[src/rtl/rng_dice_multi_instr.sv]
// Nios II multi-cycle custom instruction: rolls 1..MAX_ROLLS dice of 2..MAX_SIDES sides from a
// free-running Fibonacci LFSR with rejection sampling and returns their sum, maximum or minimum.
module rng_dice_multi_instr #(
  parameter int unsigned LFSR_WIDTH   = 16,
  parameter logic [31:0] SEED         = 32'h0000_ACE1,
  parameter int unsigned MAX_ROLLS    = 8,
  parameter int unsigned MAX_SIDES    = 32,
  parameter int unsigned DRAW_SPACING = 4
) (
  input  logic        clk,
  input  logic        reset,
  input  logic        clk_en,
  input  logic        start,
  input  logic [31:0] dataa,
  input  logic [31:0] datab,
  output logic [31:0] result,
  output logic        done
);

  localparam int unsigned SPC_W = $clog2(DRAW_SPACING + 1);
  localparam logic [LFSR_WIDTH-1:0] SEED_RAW  = LFSR_WIDTH'(SEED);
  localparam logic [LFSR_WIDTH-1:0] SEED_INIT = (SEED_RAW == '0) ? LFSR_WIDTH'(1) : SEED_RAW;

  localparam logic [1:0] IDLE   = 2'd0;
  localparam logic [1:0] DRAW   = 2'd1;
  localparam logic [1:0] FINISH = 2'd2;

  localparam logic [1:0] MODE_SUM  = 2'd0;
  localparam logic [1:0] MODE_MAX  = 2'd1;
  localparam logic [1:0] MODE_MIN  = 2'd2;
  localparam logic [1:0] MODE_RSVD = 2'd3;

  logic [1:0]            state, state_d;
  logic [LFSR_WIDTH-1:0] lfsr;
  logic                  feedback;
  logic [7:0]            sides_q, sides_d;
  logic [3:0]            rolls_left, rolls_d;
  logic [1:0]            mode_q, mode_d;
  logic [15:0]           acc, acc_d;
  logic [7:0]            rej, rej_d;
  logic [SPC_W-1:0]      spc, spc_d;
  logic                  err, err_d;
  logic [31:0]           result_d;
  logic                  done_d;
  logic                  bad_req;
  logic [7:0]            side_m1, smear1, smear2, mask;
  logic [7:0]            cand;
  logic                  accept;
  logic [15:0]           roll;
  logic                  unused;

  assign unused = ^{dataa[31:8], datab[31:6]};

  // Feedback taps for the supported maximal-length polynomials
  if (LFSR_WIDTH == 16) begin : g_tap16
    assign feedback = lfsr[15] ^ lfsr[13] ^ lfsr[12] ^ lfsr[10];
  end else if (LFSR_WIDTH == 24) begin : g_tap24
    assign feedback = lfsr[23] ^ lfsr[22] ^ lfsr[21] ^ lfsr[16];
  end else if (LFSR_WIDTH == 32) begin : g_tap32
    assign feedback = lfsr[31] ^ lfsr[21] ^ lfsr[1] ^ lfsr[0];
  end else begin : g_tap_bad
    assign feedback = 1'b0;
    $error("rng_dice_multi_instr: LFSR_WIDTH must be 16, 24 or 32");
  end

  assign bad_req = (dataa[7:0] < 8'd2) || (dataa[7:0] > 8'(MAX_SIDES)) ||
                   (datab[3:0] == 4'd0) || (datab[3:0] > 4'(MAX_ROLLS)) ||
                   (datab[5:4] == MODE_RSVD);

  // Smearing sides-1 rightwards yields the k-bit mask, k = ceil(log2(sides))
  always_comb begin
    side_m1 = sides_q - 8'd1;
    smear1  = side_m1 | (side_m1 >> 1);
    smear2  = smear1 | (smear1 >> 2);
    mask    = smear2 | (smear2 >> 4);
    cand    = lfsr[7:0] & mask;
    accept  = cand < sides_q;
    roll    = 16'(cand) + 16'd1;
  end

  always_ff @(posedge clk) begin
    if (reset) state <= IDLE;
    else       state <= state_d;
  end

  always_comb begin
    state_d  = state;
    sides_d  = sides_q;
    rolls_d  = rolls_left;
    mode_d   = mode_q;
    acc_d    = acc;
    rej_d    = rej;
    spc_d    = spc;
    err_d    = err;
    result_d = result;
    done_d   = 1'b0;
    case (state)
      IDLE: begin
        if (start && clk_en) begin
          sides_d = dataa[7:0];
          rolls_d = datab[3:0];
          mode_d  = datab[5:4];
          rej_d   = 8'd0;
          spc_d   = SPC_W'(DRAW_SPACING - 1);
          acc_d   = (datab[5:4] == MODE_MIN) ? 16'hFFFF : 16'h0000;
          if (bad_req) begin
            err_d   = 1'b1;
            acc_d   = 16'hFFFF;
            state_d = FINISH;
          end else begin
            err_d   = 1'b0;
            state_d = DRAW;
          end
        end
      end
      DRAW: begin
        // First sample after DRAW_SPACING-1 enabled cycles, then every DRAW_SPACING
        if (clk_en) begin
          if (spc <= SPC_W'(1)) begin
            spc_d = SPC_W'(DRAW_SPACING);
            if (accept) begin
              rolls_d = rolls_left - 4'd1;
              case (mode_q)
                MODE_SUM: acc_d = acc + roll;
                MODE_MAX: acc_d = (roll > acc) ? roll : acc;
                MODE_MIN: acc_d = (roll < acc) ? roll : acc;
                default:  acc_d = acc;
              endcase
              if (rolls_left == 4'd1) state_d = FINISH;
            end else if (rej != 8'hFF) begin
              rej_d = rej + 8'd1;
            end
          end else begin
            spc_d = spc - SPC_W'(1);
          end
        end
      end
      FINISH: begin
        result_d = {err, 7'd0, rej, acc};
        done_d   = 1'b1;
        state_d  = IDLE;
      end
      default: state_d = IDLE;
    endcase
  end

  // LFSR free-runs regardless of clk_en; datapath follows the next-state logic
  always_ff @(posedge clk) begin
    if (reset) begin
      lfsr       <= SEED_INIT;
      sides_q    <= 8'd0;
      rolls_left <= 4'd0;
      mode_q     <= 2'd0;
      acc        <= 16'd0;
      rej        <= 8'd0;
      spc        <= '0;
      err        <= 1'b0;
      result     <= 32'd0;
      done       <= 1'b0;
    end else begin
      lfsr       <= {lfsr[LFSR_WIDTH-2:0], feedback};
      sides_q    <= sides_d;
      rolls_left <= rolls_d;
      mode_q     <= mode_d;
      acc        <= acc_d;
      rej        <= rej_d;
      spc        <= spc_d;
      err        <= err_d;
      result     <= result_d;
      done       <= done_d;
    end
  end

endmodule

[config.mk]
export PLATFORM = sky130hd
export DESIGN_NAME = rng_dice_multi_instr
export DESIGN_NICKNAME = d
export VERILOG_FILES = /design/src/rtl/rng_dice_multi_instr.sv
export SDC_FILE = /design/constraint.sdc
export NUM_CORES = 1
export LEC_CHECK = 0
export CORE_UTILIZATION = 56
export DETAILED_ROUTE_END_ITERATION = 16
export PLACE_DENSITY = 0.86
export SYNTH_ARGS = -nofsm -noshare
export SYNTH_HDL_FRONTEND = slang
export SYNTH_SLANG_ARGS = --single-unit
[constraint.sdc]
create_clock -name clk -period 9.9 [get_ports clk]
set_input_delay 1.485 -clock clk [delete_from_list [all_inputs] [get_ports clk]]
set_output_delay 1.485 -clock clk [all_outputs]
set_load 0.01 [all_outputs]
# Yosys cells after proc, flatten, opt, wreduce, memory -nomap -nowiden
# Cells that the tools add are included.
dict set report op_classes {
  eq_ne 18
  bitwise 7
  mux 34
  n_addsub 6
  order_cmp 7
  n_reduce_logical 15
}
# cell count
set ops {}
lappend ops {{$mux W16} 8}
lappend ops {{$pmux W16 S3} 1}
lappend ops {{$mux W8} 5}
lappend ops {{$pmux W16 S2} 1}
lappend ops {{$add A16 B9 Y16} 1}
lappend ops {{$gt A9 B16 Y1} 1}
lappend ops {{$lt A9 B16 Y1} 1}
lappend ops {{$mux W4} 4}
lappend ops {{$pmux W8 S2} 1}
lappend ops {{$ne A2 B2 Y1 const B} 7}
lappend ops {{$mux W2} 6}
lappend ops {{$reduce_and A5 Y1} 2}
lappend ops {{$add A8 B1 Y9 const B} 1}
lappend ops {{$mux W3} 3}
lappend ops {{$add A8 B1 Y8 const B} 1}
lappend ops {{$and A8 B8 Y8} 1}
lappend ops {{$eq A2 B2 Y1 const B} 4}
lappend ops {{$gt A8 B6 Y1 const B} 1}
lappend ops {{$lt A8 B2 Y1 const B} 1}
lappend ops {{$lt A8 B8 Y1} 1}
lappend ops {{$ne A8 B8 Y1 const B} 1}
lappend ops {{$or A8 B4 Y8} 1}
lappend ops {{$or A8 B6 Y8} 1}
lappend ops {{$or A8 B7 Y8} 1}
lappend ops {{23 further kinds} 32}
dict set report totals {
  reg_bits 86
  in_bits 68
  out_inout_bits 33
  wordCells 98
}

# Depth between registers and ports, before layout
# Gate-level depths: netlist of run 1.
dict set report depth {
  word_depth 13
  mapped_depth 23
  ltp_nobuf 21
}

# Least setup slack after synthesis of run 1
# Ideal clock, no wire load.
dict set report synth_path {
  kind {reg2reg}
  from {register sides_q[1]}
  to {register acc[1]}
  synth_period_minus_slack_ns 4.274
  setup_slack_ns 5.626
  required_time_ns 9.821
  arrival_ns 4.194
  setup_ns 0.079
  path_buffers 2
  path_stages_with_launch 22
  cell_sequence {dfxtp_1 > buf_2 > inv_1 > ha_1 > o21bai_1 > a211oi_1 > nor3_1 > nor2_1 > a21boi_0 > ha_1 > nand2_1 > nor3b_1 > xnor2_1 > ha_1 > nand4_1 > o221ai_1 > o311a_1 > mux2_2 > a31oi_4 > buf_6 > nor2_1 > a211oi_2}
}
dict set report synth_via {
  elab_chain_cells 12
  word_cells_on_any_way 21
  classes_between {3 x add/sub; 3 x order compare; 3 x eq/ne; 7 x mux; 4 x bitwise; 1 x reduce/logical}
}
# item line_no
set synth_rtl {}
lappend synth_rtl {{from (decl)} 36} ;# logic [7:0] sides_q, sides_d;
lappend synth_rtl {{from (signal assigned)} 162} ;# sides_q <= sides_d;
lappend synth_rtl {{$sub A8 B1 Y8} 72} ;# side_m1 = sides_q - 8'd1;
lappend synth_rtl {{$or A8 B7 Y8} 73} ;# smear1 = side_m1 | (side_m1 >> 1);
lappend synth_rtl {{$or A8 B6 Y8} 74} ;# smear2 = smear1 | (smear1 >> 2);
lappend synth_rtl {{$or A8 B4 Y8} 75} ;# mask = smear2 | (smear2 >> 4);
lappend synth_rtl {{$and A8 B8 Y8} 76} ;# cand = lfsr[7:0] & mask;
lappend synth_rtl {{$add A8 B1 Y9} 78} ;# roll = 16'(cand) + 16'd1;
lappend synth_rtl {{$add A16 B9 Y16, or another cell as far along} 124} ;# MODE_SUM: acc_d = acc + roll;
lappend synth_rtl {{$pmux W16 S3} 123} ;# case (mode_q)
lappend synth_rtl {{$mux W16} 121} ;# if (accept) begin
lappend synth_rtl {{$mux W16} 119} ;# if (spc <= SPC_W'(1)) begin
lappend synth_rtl {{$mux W16} 118} ;# if (clk_en) begin
lappend synth_rtl {{$pmux W16 S2} 97} ;# case (state)
lappend synth_rtl {{to (signal assigned)} 154} ;# acc <= 16'd0;
lappend synth_rtl {{to (signal assigned)} 165} ;# acc <= acc_d;
lappend synth_rtl {{to (decl)} 39} ;# logic [15:0] acc, acc_d;
# Several ways; a longest one is shown, not always the timed one. The select of a mux whose other input is x is not followed.
# A chain may end at the register's enable or synchronous reset.

# Final worst setup path of run 1
dict set report layout_path {
  from {register sides_q[1]}
  to {register acc[13]}
}
dict set report layout_via {
  elab_chain_cells 12
  word_cells_on_any_way 19
  classes_between {3 x add/sub; 3 x order compare; 3 x eq/ne; 5 x mux; 4 x bitwise; 1 x reduce/logical}
}
# item line_no
set layout_rtl {}
lappend layout_rtl {{$sub A8 B1 Y8} 72}
lappend layout_rtl {{$or A8 B7 Y8} 73}
lappend layout_rtl {{$or A8 B6 Y8} 74}
lappend layout_rtl {{$or A8 B4 Y8} 75}
lappend layout_rtl {{$and A8 B8 Y8} 76}
lappend layout_rtl {{$add A8 B1 Y9} 78}
lappend layout_rtl {{$add A16 B9 Y16} 124}
lappend layout_rtl {{$pmux W16 S3} 123}
lappend layout_rtl {{$mux W16} 121}
lappend layout_rtl {{$mux W16} 119}
lappend layout_rtl {{$mux W16} 118}
lappend layout_rtl {{$pmux W16 S2} 97}
# Several ways; a longest one is shown, not always the timed one. The select of a mux whose other input is x is not followed.

==> out/qor.yml, run 1 <==
dpl.cell_count: 760
dr.pass1.iters: 6
outcome: "completed"
cts_setup_buffers: 0
drcViolationCount: 0
slew_violations: 0
chipWidth_um: 97.1
synth_flop_cell: "dfxtp_1"
layoutNonFillerInstCount: 776
synth_seq_cells: 86
asyncSetResetFlopFracSynth: 0
timing.clock.skew_ns: 0.0111
grt_first_pass_wirelength_um: 20300
regToRegSetupSlack_ns: 4.15
yosysSeqAreaShare: 0.340
rsz0062_at_grt: "false"
final_layout_net_count: 769
cts_inserted_buffers: 9
drv_cap: 0
synth.cell_area_mm2: 0.00506
routedWlPerCell_um: 15.3
final.min_clock_period_ns: 5.75
finalHoldViolCount: 0
die-area_mm2: 0.00942
final_min_period_over_clock_period: 0.581
p_leak_nw: 2.18
clock-sinks: 86
vdd_ir_drop_max_mv: 0.0938
synth-edff-count: 0
critPathKind: "register to register"
initial_cell_density_of_the_core: 0.580
setup-tns-final_ns: 0
layout-drive-gt1-share: 0.0823
final_antenna_net_count: 0
postSynthAreaPerCell_um2: 7.93
routed-via-count: 4618
cts_buffer_depth: 2
critical_path.endpoint_type: "register"
gr-total-overflow: 0
dr_wl_met2_um: 5700
die_height_um: 97.1
crit_fanout: 25
achievable-frequency_mhz: 174
cts_tree: "yes"
cts_hold_buf: 0
timing.hold.worst_path_depth: 1
ys_warn_count: 0
h_tree_levels: 3
met3_wirelength_um: 544
slew_headroom: 0.314
clk_transition_reported_paths_ns: 0.09
num_rows: 34
buffer_ports.inserted: 43
synthCells: 638
power-per-cell-area_mw_per_mm2: 158
worst_hold_path_type: "register to register"
cts_root_buf: "clkbuf_8"
worst-r2r-cell-count: 19
grt_use_total: 0.259
finalSetupViolCount: 0
gp_congestion: 0.879
worstSetupStartpointType: "register"
synthDistinctLibCells: 76
grt_antenna_before_repair: 0
grt_pass1_vias: 4417
synthToLayoutAreaGrowth_pct: 12.7
critPathArrivalTime_ns: 6.01
insertedDiodeCount: 0
clock_latency_at_the_later_pin_of_the_worst_skew_pair_ns: 0.36
grt_start_max_net_pins: 86
num_io_pins: 101
floorplan.core_area_mm2: 0.00872
wl_met1_um: 5220
via_per_inst: 5.95
timing.critical_path.required_ns: 10.16
cts_resized: 0
routed.top_layer: "met4"
post_route_utilization: 0.654
first_iter_violations: 249
place.detailed.hpwl_um: 8320
worstMarginPinSlew_ns: 1.03
routed_wl_um: 11800
==> synthesized netlist by cell type (8+ instances only) <==
cell type | number | area [um^2]
ha_1 | 37 | 463
nor3_1 | 16 | 80.1
clkbuf_1 | 23 | 86.3
xnor2_1 | 11 | 96.3
or2_2 | 8 | 50.1
nor2b_1 | 12 | 75.1
inv_1 | 41 | 154
nor4_1 | 8 | 50.1
a21oi_1 | 58 | 290
or3_1 | 8 | 50.1
nand3_1 | 12 | 60.1
nand2_1 | 109 | 409
nand2b_1 | 10 | 62.6
nor2_1 | 49 | 184
o21ai_0 | 19 | 95.1
dfxtp_1 | 86 | 1720
==> registers in the layout, summed over array words and instances, names as in the netlist, 2 cells and up <==
| name | flops |
|---|---|
| state | 2 |
| spc | 3 |
| rej | 8 |
| acc | 16 |
| rolls_left | 4 |
| result | 25 |
| lfsr | 16 |
| mode_q | 2 |
| sides_q | 8 |
==> path summary, 6_finish.rpt <==
check                               to                    start
setup / recovery  acc[13]$_SDFFE_PP0P_  sides_q[1]$_SDFFE_PP0P_
hold / removal     lfsr[10]$_SDFF_PP1_       lfsr[9]$_SDFF_PP0_
setup reg to reg  acc[13]$_SDFFE_PP0P_  sides_q[1]$_SDFFE_PP0P_
hold reg to reg    lfsr[10]$_SDFF_PP1_       lfsr[9]$_SDFF_PP0_
==> cell usage in the layout, fill, tap and decap left out, types with 5 or more instances in the layout <==
master,instances
nor2b_1,12
a211oi_1,6
inv_1,41
nor2_1,49
ha_1,37
nand2b_1,10
or2_2,8
o21ai_0,19
nand3_1,12
a21oi_1,58
conb_1,7
a21o_1,7
nor3_1,15
a221oi_2,7
xnor2_1,11
or3_1,8
dfxtp_1,86
and3_1,5
clkbuf_8,9
clkdlybuf4s50_1,42
xor2_1,6
nor4_1,8
nand2_1,109
==> area by class of cell <==
cell class | instances | area (um^2)
sequential | 86 | 1720
clock inverter | 7 | 101
tap | 108 | 135
timing repair buffer | 47 | 455
clock buffer | 9 | 124
multi-input combinational | 477 | 3010
inverter | 42 | 158
fill | 676 | 3020
==> cell families after synthesis <==
logic type | count (synthesis) | synth area share
buf+inv | 81 | 0.0705
simple gates | 258 | 0.242
flops | 86 | 0.340
compound gates | 152 | 0.211
xor+xnor | 17 | 0.0294
other cells | 1 | 0.000741
fa+ha+maj | 38 | 0.0954
mux | 5 | 0.0101
==> metrics by stage <==
stage	power, mW	setup WS, ns	instance area, um^2	hold slack, ns
6_report	0.901	4.15	5700	0.419
5_1_grt	0.946	3.75	5700	0.441
4_1_cts	0.898	4.21	5700	0.424
3_5_place_dp	0.620	4.28	5480	0.398
3_3_place_gp	0.611	4.56	5480	0.394
2_1_floorplan	0.568	5.63	5080	0.389
==> metal layers <==
metal  global-route usage  vias to the layer above
met5                    0                        -
met4                0.107                        0
met3               0.0525                       32
met2                0.441                      153
met1                0.319                     2188
li1                     -                     2245
==> power breakdown <==
part	total [mW]	internal, mW	switching [mW]
clock	0.282	0.145	0.137
combinational	0.230	0.0965	0.133
sequential	0.389	0.366	0.0227
total	0.901	0.607	0.293
==> critical path, cell delays in order, from the launching register on <==
cell,delay [ns]
dfxtp_1,0.42
inv_1,0.15
ha_1,0.29
o21bai_1,0.21
a211oi_1,0.16
nor3_1,0.46
nor2_1,0.10
a21boi_0,0.31
ha_1,0.25
nand2_1,0.09
nor3b_1,0.29
xnor2_1,0.18
ha_1,0.41
nand4_1,0.18
o221ai_1,0.23
o311a_1,0.23
mux2_2,0.38
a31oi_4,0.75
nor2_4,0.20
a211oi_1,0.35
(Power assumes the default switching activity.)
==> run 2, diff against run 1 <==
--- a/config.mk
+++ b/config.mk
@@ -5,9 +5,9 @@
 export SDC_FILE = /design/constraint.sdc
 export NUM_CORES = 1
 export LEC_CHECK = 0
-export CORE_UTILIZATION = 56
+export CORE_UTILIZATION = 47
 export DETAILED_ROUTE_END_ITERATION = 16
-export PLACE_DENSITY = 0.86
+export PLACE_DENSITY = 0.77
 export SYNTH_ARGS = -nofsm -noshare
 export SYNTH_HDL_FRONTEND = slang
 export SYNTH_SLANG_ARGS = --single-unit
==> constraint.sdc (replaced) <==
create_clock -name clk -period 5.25 [get_ports clk]
set_input_delay 0.7875 -clock clk [delete_from_list [all_inputs] [get_ports clk]]
set_output_delay 0.7875 -clock clk [all_outputs]
set_load 0.01 [all_outputs]
==> out/qor.yml, run 2 (same netlist as run 1, synthesis figures left out) <==
layout-drive-gt1-share: 0.0935
postLayoutSetupSlackWorst_ns: 0.439
buffer_ports.inserted: 43
drcViolationCount: 0
synthToLayoutAreaGrowth_pct: 14.5
critPathKind: "register to register"
grt_antenna_before_repair: 0
h_tree_levels: 3
layout_commonest_cell: "nand2_1"
insertedDiodeCount: 0
via_per_inst: 5.60
final_antenna_net_count: 0
finalHoldViolCount: 0
outcome: "completed"
pwr-share-seq: 0.428
net-switching-power_mw: 0.551
global_route.usage.met1: 0.265
largest_regs: "result: 25 flops, acc: 16 flops, lfsr: 16 flops"
routedWlPerCell_um: 14.5
drv_cap: 0
slew_violations: 0
power_frac_comb: 0.257
p_clk_frac: 0.315
setup-tns-final_ns: 0
worst_hold_path_type: "register to register"
place.detailed.hpwl_um: 8560
critPathArrivalTime_ns: 5.00
num_io_pins: 101
timing.critical_path.required_ns: 5.44
gr-total-overflow: 0
preCtsSetupSlack_ns: 0.361
initial_cell_density_of_the_core: 0.488
cts_resized: 0
final_min_period_over_clock_period: 0.916
rsz0062_at_grt: "false"
gp_congestion: 0.921
clock-sinks: 86
cts_hold_buf: 0
chipWidth_um: 106
num_rows: 37
die_height_um: 106
switching_share: 0.323
p_leak_nw: 2.21
multi_input_comb_area_mm2: 0.00302
vdd_ir_drop_max_mv: 0.133
achievable-frequency_mhz: 208
clk_transition_reported_paths_ns: 0.09
cts_root_buf: "clkbuf_8"
slew_headroom: 0.289
fraction_of_met2_tracks_used_by_global_routing: 0.364
grt_pass1_vias: 4268
final_layout_net_count: 775
grt_start_max_net_pins: 53
groute.layer.met3.usage: 0.0328
largest-register: "result"
grt_use_total: 0.212
crit_fanout: 12
critical_path.endpoint_type: "register"
power-per-cell-area_mw_per_mm2: 294
cts_tree: "yes"
grt_first_pass_wirelength_um: 19400
die-area_mm2: 0.0112
worstMarginPinSlew_ns: 1.07
first_iter_violations: 292
routed-via-count: 4534
p_int_mw: 1.15
final.min_clock_period_ns: 4.81
finalSetupViolCount: 0
floorplan.core_area_mm2: 0.0104
clock_latency_at_the_later_pin_of_the_worst_skew_pair_ns: 0.36
grt_busiest_layer: "met2"
layout.filler_cells: 951
timing.clock.skew_ns: 0.0101
cts_inserted_buffers: 9
seq_area_mm2: 0.00172
dr.pass1.iters: 4
most-common-layout-cells: "109 x nand2_1, 86 x dfxtp_1, 58 x a21oi_1"
max_ffs_per_register: 25
routed_wl_um: 11700
cts_setup_buffers: 0
worstSetupStartpointType: "register"
cts_buffer_depth: 2
[run 2: cell types whose count changed in the layout (fill, tap and decap cells not counted)]
cell        previous run  this run
buf_4                  4        10
clkinv_4               0         1
clkinvlp_4             2         1
nor2_1                49        48
nor2_2                 0         1
nor3_1                15        14
nor3_2                 1         2
[run 2: final timing paths]
check / startpoint / endpoint / slack [ns] / cells after the start
setup / recovery: sides_q[0]$_SDFFE_PP0P_ / acc[4]$_SDFFE_PP0P_ / 0.44 / 20
hold / removal: lfsr[9]$_SDFF_PP0_ / lfsr[10]$_SDFF_PP1_ / 0.42 / 1
setup reg to reg: sides_q[0]$_SDFFE_PP0P_ / acc[4]$_SDFFE_PP0P_ / 0.44 / 20
hold reg to reg: lfsr[9]$_SDFF_PP0_ / lfsr[10]$_SDFF_PP1_ / 0.42 / 1
[run 2: per-stage QoR]
step	cells	utilization	power, mW	cell area [um^2]	hold slack (ns)
after floorplan	644	-	1.07	5080	0.389
after global routing	810	0.559	1.80	5790	0.438
after CTS	810	0.558	1.71	5790	0.423
final	810	0.559	1.70	5790	0.420
after global placement	794	0.536	1.16	5560	0.394
after detailed placement	794	0.536	1.18	5560	0.400
[run 2: power groups by stage]
stage / clock, mW / sequential (mW) / combinational, mW
after floorplan: 0 / 0.731 / 0.341
after global placement: 0 / 0.743 / 0.418
after detailed placement: 0 / 0.744 / 0.432
after CTS: 0.543 / 0.729 / 0.434
after global routing: 0.575 / 0.736 / 0.486
final: 0.536 / 0.730 / 0.438
[run 2: layer usage]
metal | vias up | part of all wire
met2 | 109 | 0.49
met5 | - | 0
met3 | 21 | 0.047
met1 | 2144 | 0.45
li1 | 2260 | -
met4 | 0 | 0.022
[run 2: final cells by class]
cell class                 count  area share
sequential                    86       0.297
multi-input combinational    477       0.521
clock inverter                 7      0.0177
timing repair buffer          53      0.0864
tap                          136      0.0294
inverter                      42      0.0272
clock buffer                   9      0.0214
[run 2: critical path, cell delays in order (launching register included)]
cell and delay [ns]:
dfxtp_1 0.33, buf_4 0.17, or4b_4 0.54, a21oi_2 0.14, o221ai_2 0.17, o21ai_0 0.35
inv_1 0.12, ha_1 0.22, nand2_1 0.09, nor2_1 0.04, nand3_1 0.14, xor2_1 0.37
ha_1 0.38, nor2_1 0.14, nor2_1 0.05, o311a_1 0.31, mux2_2 0.32, a31oi_4 0.26
buf_4 0.23, buf_4 0.19, a221oi_2 0.07
==> run 3, diff against run 2 <==
--- a/config.mk
+++ b/config.mk
@@ -5,6 +5,7 @@
 export SDC_FILE = /design/constraint.sdc
 export NUM_CORES = 1
 export LEC_CHECK = 0
+export CORE_MARGIN = 8
 export CORE_UTILIZATION = 47
 export DETAILED_ROUTE_END_ITERATION = 16
 export PLACE_DENSITY = 0.77
==> out/qor.yml, run 3 (same netlist as run 1, synthesis figures left out) <==
cts_inserted_buffers: 9
cts_setup_buffers: 0
place.detailed.hpwl_um: 9050
grt_pass1_vias: 4458
clock_latency_at_the_later_pin_of_the_worst_skew_pair_ns: 0.37
crit_fanout: 10
worstSetupStartpointType: "register"
slowest_delay_ns: 0.54
cts_tree: "yes"
timing.critical_path.required_ns: 5.56
routed-via-count: 4571
timing.clock.skew_ns: 0.00715
cts_hold_buf: 0
critical_path.endpoint_type: "register"
num_rows: 38
final.min_clock_period_ns: 4.88
slew_headroom: 0.279
most-common-layout-cells: "109 x nand2_1, 86 x dfxtp_1, 58 x a21oi_1"
routedWlPerCell_um: 15.4
final_layout_net_count: 772
report.power.total_mw: 1.76
largest-register: "result"
p_leak_nw: 2.21
cts_buffer_depth: 2
clk_transition_reported_paths_ns: 0.09
die_height_um: 120
drcViolationCount: 0
clock-sinks: 86
dr_wl_met2_um: 6030
max_ffs_per_register: 25
vdd_ir_drop_max_mv: 0.185
grt_use_total: 0.178
grt_first_pass_wirelength_um: 21300
h_tree_levels: 3
layout.filler_cells: 985
gr-total-overflow: 0
critPathKind: "register to register"
achievable-frequency_mhz: 205
die-area_mm2: 0.0143
outcome: "completed"
buffer_ports.inserted: 43
cts_root_buf: "clkbuf_8"
layout-drive-gt1-share: 0.0909
met3_wirelength_um: 625
grt_antenna_before_repair: 0
gp_congestion: 0.928
final_min_period_over_clock_period: 0.930
grt_start_max_net_pins: 67
via_per_inst: 5.64
path_cells: "inv_1 > ha_1 > o21bai_1 > a31oi_1 > o221ai_2 > o21ai_1 > inv_1 > ha_1 > xnor2_1 > ha_1 > inv_1 > a221oi_1 > nor2_1 > o41ai_1 > and2b_1 > nand3_1 > o32a_1 > o21ai_1"
routed.top_layer: "met4"
initial_cell_density_of_the_core: 0.475
finalHoldViolCount: 0
cts_resized: 0
setup-tns-final_ns: 0
largest_regs: "result: 25 flops, acc: 16 flops, lfsr: 16 flops"
num_io_pins: 101
slew_violations: 0
finalSetupViolCount: 0
worstMarginPinSlew_ns: 1.08
drv_cap: 0
chipWidth_um: 120
routed_wl_um: 12500
synthToLayoutAreaGrowth_pct: 14.8
insertedDiodeCount: 0
floorplan.core_area_mm2: 0.0107
critical-path-slowest-cell: "o41ai_1"
wl_met1_um: 5530
worst_hold_path_type: "register to register"
rsz0062_at_grt: "false"
layout_commonest_cell: "nand2_1"
critPathArrivalTime_ns: 5.19
power-per-cell-area_mw_per_mm2: 302
final_antenna_net_count: 0
first_iter_violations: 317
dr.pass1.iters: 5
## run 3: path summary, 6_finish.rpt
check                          start                   end  slack [ns]  depth (start not counted)
max          sides_q[1]$_SDFFE_PP0P_  acc[15]$_SDFFE_PP0P_        0.37                         18
max reg2reg  sides_q[1]$_SDFFE_PP0P_  acc[15]$_SDFFE_PP0P_        0.37                         18
min               lfsr[9]$_SDFF_PP0_   lfsr[10]$_SDFF_PP1_        0.43                          1
min reg2reg       lfsr[9]$_SDFF_PP0_   lfsr[10]$_SDFF_PP1_        0.43                          1
## run 3: critical path: cells and delay by family (launching register included)
family | cells | cell delay [ns]
compound gates | 8 | 2.36
fa+ha+maj | 3 | 0.80
simple gates | 3 | 0.53
flops | 1 | 0.52
buf+inv | 3 | 0.34
xor+xnor | 1 | 0.27
## run 3: per-layer routing
metal | vias to the layer above | GRT usage
met5 | - | 0
met4 | 0 | 0.0898
met3 | 21 | 0.0249
met2 | 137 | 0.296
met1 | 2165 | 0.222
li1 | 2248 | -
## run 3: cell type report
cell class / count / area [um^2] / area share
Clock buffer: 10 / 138 / 0.0237
Clock inverter: 6 / 115 / 0.0198
Inverter: 42 / 158 / 0.0271
Multi-Input combinational cell: 477 / 3020 / 0.521
Sequential cell: 86 / 1720 / 0.296
Tap cell: 140 / 175 / 0.0302
Timing Repair Buffer: 50 / 478 / 0.0823
## run 3: through the flow
step | cell area [um^2] | std cells | setup WS, ns | util | hold WS, ns
global placement | 5540 | 795 | 0.367 | 0.520 | 0.396
global route | 5810 | 811 | 0.0490 | 0.545 | 0.441
floorplan | 5080 | 644 | 0.976 | - | 0.389
CTS | 5790 | 811 | 0.194 | 0.544 | 0.431
finish | 5810 | 811 | 0.370 | 0.545 | 0.431
detailed placement | 5540 | 795 | 0.216 | 0.520 | 0.400
## run 3: where the power goes
part / internal [mW] / switching [mW] / total [mW]
registers: 0.690 / 0.0418 / 0.732
clock network: 0.332 / 0.254 / 0.586
logic: 0.186 / 0.252 / 0.438
total: 1.21 / 0.548 / 1.76
